`src/rtl/param_ring_fifo.sv`:
```
`default_nettype none
// ============================================================================
// Module   : param_ring_fifo
// Purpose  : Parametrised FWFT ring-buffer FIFO with status and sticky errors.
// Revision : 1.0
// ============================================================================
module param_ring_fifo #(
   parameter int WIDTH       = 8,
   parameter int DEPTH       = 16,
   parameter int AFULL_LEVEL = DEPTH - 2,
   localparam int CNT_W      = $clog2(DEPTH + 1)
) (
   input  logic             clk,
   input  logic             rst_n,
   input  logic [WIDTH-1:0] din,
   input  logic             write_en,
   input  logic             read_en,
   input  logic             flush,
   input  logic             clear_err,
   output logic [WIDTH-1:0] dout,
   output logic             available,
   output logic             full,
   output logic             almost_full,
   output logic [CNT_W-1:0] count,
   output logic             overflow,
   output logic             underflow
);

   localparam int               PTR_W    = $clog2(DEPTH);
   localparam logic [PTR_W-1:0] LAST_PTR = PTR_W'(DEPTH - 1);
   localparam logic [CNT_W-1:0] DEPTH_C  = CNT_W'(DEPTH);
   localparam logic [CNT_W-1:0] AFULL_C  = CNT_W'(AFULL_LEVEL);

   if (DEPTH < 2 || AFULL_LEVEL < 1 || AFULL_LEVEL > DEPTH) begin : g_param_check
      $error("param_ring_fifo: DEPTH must be >= 2 and AFULL_LEVEL within 1..DEPTH");
   end

   // Explicit wrap so non-power-of-two depths work.
   function automatic logic [PTR_W-1:0] ptr_inc(input logic [PTR_W-1:0] p);
      ptr_inc = (p == LAST_PTR) ? '0 : p + 1'b1;
   endfunction

   logic [WIDTH-1:0] mem [0:DEPTH-1];
   logic [PTR_W-1:0] wr_ptr;
   logic [PTR_W-1:0] rd_ptr;
   logic             rd_ok;
   logic             wr_ok;
   logic             ovf_set;
   logic             unf_set;

   assign rd_ok   = read_en & (count != '0);
   assign wr_ok   = write_en & ((count != DEPTH_C) | rd_ok);
   // A flush swallows that cycle's requests, so they cannot raise errors either.
   assign ovf_set = write_en & ~wr_ok & ~flush;
   assign unf_set = read_en & ~rd_ok & ~flush;

   always_ff @(posedge clk or negedge rst_n) begin
      if (!rst_n) begin
         wr_ptr    <= '0;
         rd_ptr    <= '0;
         count     <= '0;
         overflow  <= 1'b0;
         underflow <= 1'b0;
      end else begin
         if (flush) begin
            wr_ptr <= '0;
            rd_ptr <= '0;
            count  <= '0;
         end else begin
            if (wr_ok) wr_ptr <= ptr_inc(wr_ptr);
            if (rd_ok) rd_ptr <= ptr_inc(rd_ptr);
            if (wr_ok && !rd_ok)
               count <= count + 1'b1;
            else if (rd_ok && !wr_ok)
               count <= count - 1'b1;
         end
         overflow  <= (overflow & ~clear_err) | ovf_set;
         underflow <= (underflow & ~clear_err) | unf_set;
      end
   end

   always_ff @(posedge clk) begin
      if (wr_ok && !flush)
         mem[wr_ptr] <= din;
   end

   assign available   = (count != '0);
   assign full        = (count == DEPTH_C);
   assign almost_full = (count >= AFULL_C);
   assign dout        = available ? mem[rd_ptr] : '0;

endmodule
`default_nettype wire

```
`config.mk`:
```
export PLATFORM = sky130hd
export DESIGN_NAME = param_ring_fifo
export DESIGN_NICKNAME = d
export VERILOG_FILES = /design/src/rtl/param_ring_fifo.sv
export SDC_FILE = /design/constraint.sdc
export NUM_CORES = 1
export LEC_CHECK = 0
export BUFFER_PORTS_ARGS = -buffer_cell sky130_fd_sc_hd__buf_4
export CORE_MARGIN = 2
export CORE_UTILIZATION = 40
export DETAILED_ROUTE_END_ITERATION = 7
export GPL_ROUTABILITY_DRIVEN = 0
export GPL_TIMING_DRIVEN = 0
export SYNTH_ARGS = -nofsm -noshare
export SYNTH_HDL_FRONTEND = slang
export SYNTH_SLANG_ARGS = --single-unit
```
`constraint.sdc`:
```
create_clock -name clk -period 2.6 [get_ports clk]
set_input_delay 0.26 -clock clk [delete_from_list [all_inputs] [get_ports clk]]
set_output_delay 0.26 -clock clk [all_outputs]
set_load 0.1 [all_outputs]
```
==> out/qor.txt <==
Final Cycle Share: 105%
# port buffers: 31
# diodes: 0
sequential fraction of the synthesis area: 69.0%
Synth Register Bits: 143
Die W: 128 µm
largest net degree at the start of global routing: 17
largest area contributor in the netlist: edfxtp_1
Yosys cell types: 41
mux share of post-synthesis cell area: 16.5%
layout cells sized above 1: 35.9%
Max Buffers Root-to-Sink: 2
Slew @ Worst Pin: 981 ps
P per Cell Area: 1110 nW/µm²
clk sinks: 143
drt initial violations: 426
vias in the first global route: 3,241
main combinational cell family by area after synthesis: multiplexers
H-tree levels: 4
DR WL/cell: 22.4 µm
antenna violations before repair: 0
cell area after layout: 7460 µm²
# DRC: 0
drt pass-1 iters: 4
clock transition at the registers of the reported paths: 60 ps
Setup CP Type: reg2out
min-delay worst type: in2reg
Switching Fraction: 35.1%
Worst Path Arrival: 2480 ps
VDD IR-drop max: 0.000545 V
cell-internal power: 0.00536 W
Die Span Y: 128 µm
via/cell ratio: 5.49
register area: 4230 µm²
I/O pins: 32
Avg Cell Area, Syn: 19.1 µm²
Switch Pwr: 0.00290 W
failing checks: setup timing
Final Hold Viols: 0
Setup crit end kind: output pin
logic gate share of total power: 37.4%
Setup violations, final: 8
top_reg_cell synth: edfxtp_1
EDFF count, synth: 128
Post-DP HPWL: 8310 µm
Clk pwr share: 30.3%
Worst-Skew Late Latency: 420 ps
Post-Syn Instances: 320
Max Slew Vio Count: 0
area of the mapped netlist: 6120 µm²
post-synthesis simple-gate area fraction: 5.17%
Synth top area share: 62.8%
syn_nets: 344
Post-synth ARST share: 10.5%
Multi-input gate area: 1690 µm²
Die ar.: 16,300 µm²
Max-cap violations: 0
Worst Slack Setup Final: -143 ps
final-stage net count: 404
Rel. slew slack: 34.3%
FILL cells: 1,269
RSZ-0062 raised after global routing: yes
CP max FO: 6
outcome: finished, violations left
CTS tree: done
startpoint types: flip-flop
critical path required time: 2340 ps
Final Critical Period: 2740 ps
static leakage: 2.51 nW
core area: 15,100 µm²
Routed WL: 13,000 µm
root buffer cell: clkbuf_16
Max Fclk: 0.365 GHz
Placed Area: 6660 µm²
post-synthesis compound-gate area fraction: 3.64%
Routed Antenna Nets: 0
PnR Total Power: 0.00825 W
cts bufs inserted: 17
Synth Area in XOR/XNOR: 0.430%
Initial Utilization: 40.5%
total track usage: 17.0%
vias: 3,191
grt ovf: 0
Area contributors post-synth: edfxtp_1, mux4_1, mux4_2, dfrtp_1, ha_1
Reg power frac: 32.3%
adder-cell share of the synthesized area: 2.17%
clk_skew: 8.23 ps
utilization after layout: 49.4%
Ys Warns: 0
Site Rows: 45
first-pass GRT wire length: 19,800 µm
P&R area growth vs syn: 21.9%
## metal layers
| layer | track usage (%) | wire length, µm | up-vias |
|---|---|---|---|
| met5 | 0 | 0 | - |
| met4 | 5.30 | 130 | 0 |
| met3 | 4.88 | 717 | 10 |
| met2 | 26.4 | 6360 | 82 |
| met1 | 23.4 | 5780 | 1683 |
| li1 | - | - | 1416 |
## power groups by stage
stage | Sequential (W) | Combinational, W | Clock [W]
floorplan | 0.00296 | 0.00172 | 0
global placement | 0.00271 | 0.00252 | 0
detailed placement | 0.00272 | 0.00254 | 0
CTS | 0.00267 | 0.00296 | 0.00253
global route | 0.00268 | 0.00322 | 0.00263
finish | 0.00267 | 0.00308 | 0.00250
## cell families after synthesis
| logic type | Yosys count |
|---|---|
| xor gates and xnor gates | 3 |
| and+or+nand+nor | 64 |
| DFF | 143 |
| AOI/OAI and AO/OA | 35 |
| muxes | 42 |
| buffers and inverters | 23 |
| adders and majority gates | 10 |
## path summary, 6_finish.rpt
path / start / endpoint / slack (ps) / cells past startpoint
max: rd_ptr[0] / dout[2] / -140 / 6
min: clear_err / underflow / 40 / 2
min in group asynchronous: rst_n / rd_ptr[2] / 240 / 2
max reg2reg: count[2] / count[4] / 130 / 8
min reg2reg: overflow / overflow / 530 / 2
max in group asynchronous: rst_n / count[2] / 2150 / 2
## layout by cell type (no fill, tap or decap), types with 3 or more instances in the layout
master and instances:
dfrtp_1 10, nor3_2 4, o211ai_1 5, nand2b_1 5, clkbuf_16 18, nor3_1 3
buf_4 28, bufinv_16 3, nor2_1 15, and2_4 8, inv_1 6, ha_1 9
a21oi_1 12, clkinvlp_4 3, inv_6 5, buf_12 12, mux4_2 37, edfxtp_1 128
nand3_1 7, clkbuf_1 4, nand2_1 12, nor2b_1 3, clkbuf_8 6, dfrtp_4 3
mux4_1 3, o21ai_0 5, xor2_1 3
## final cells by class
type	instances	area share (%)
flip-flops and latches	143	56.8
multi-input cells	154	22.7
repair buffers	41	6.27
clock buffers	17	5.70
well taps	188	3.15
plain buffers	16	2.63
clock inverters	15	2.43
inverters	7	0.352
## worst max-delay path, stage by stage, from the launching register on
cell and delay (ps):
dfrtp_1 390, buf_12 170, buf_12 140, mux4_2 540, mux4_2 480, and2_4 170
buf_12 160
## per-stage QoR
stage	setup WS (ps)	hold slack, ps	instances	setup TNS (ps)
2_1_floorplan	9.13	-35.6	320	0
3_3_place_gp	-344	133	539	-7890
3_5_place_dp	-50.9	135	541	-50.9
4_1_cts	-194	27.9	578	-1320
5_1_grt	-200	35.5	581	-1530
6_report	-143	42.5	581	-1010
## synthesized netlist by cell type, types with 2 or more instances
cell type  count
edfxtp_1     128
mux4_1        23
mux4_2        17
nor2_1        16
dfrtp_1       15
a21oi_1       12
nand2_1       12
ha_1           9
and2_1         8
inv_1          7
nand3_1        7
nor3_1         7
clkbuf_8       6
nand2b_1       5
o211ai_1       5
o21ai_0        5
clkbuf_1       4
buf_8          3
nor2b_1        3
xor2_1         3
a31oi_1        2
o21ai_1        2
o32ai_1        2
or4_1          2
## flip-flops by register name (all words and copies together), names as in the netlist
register	flops
count	5
mem	128
overflow	1
rd_ptr	4
underflow	1
wr_ptr	4
## repair_timing
action / CTS / global route
pin swaps: 2 / 4
endpoints found under the hold margin: 15 / 0
setup endpoints to repair: 9 / 9
hold buffers: 1 / 0
resized for setup: 49 / 11
cloned: 1 / 1
setup buffers: 3 / 2
Power figures use the tool's default switching activity.
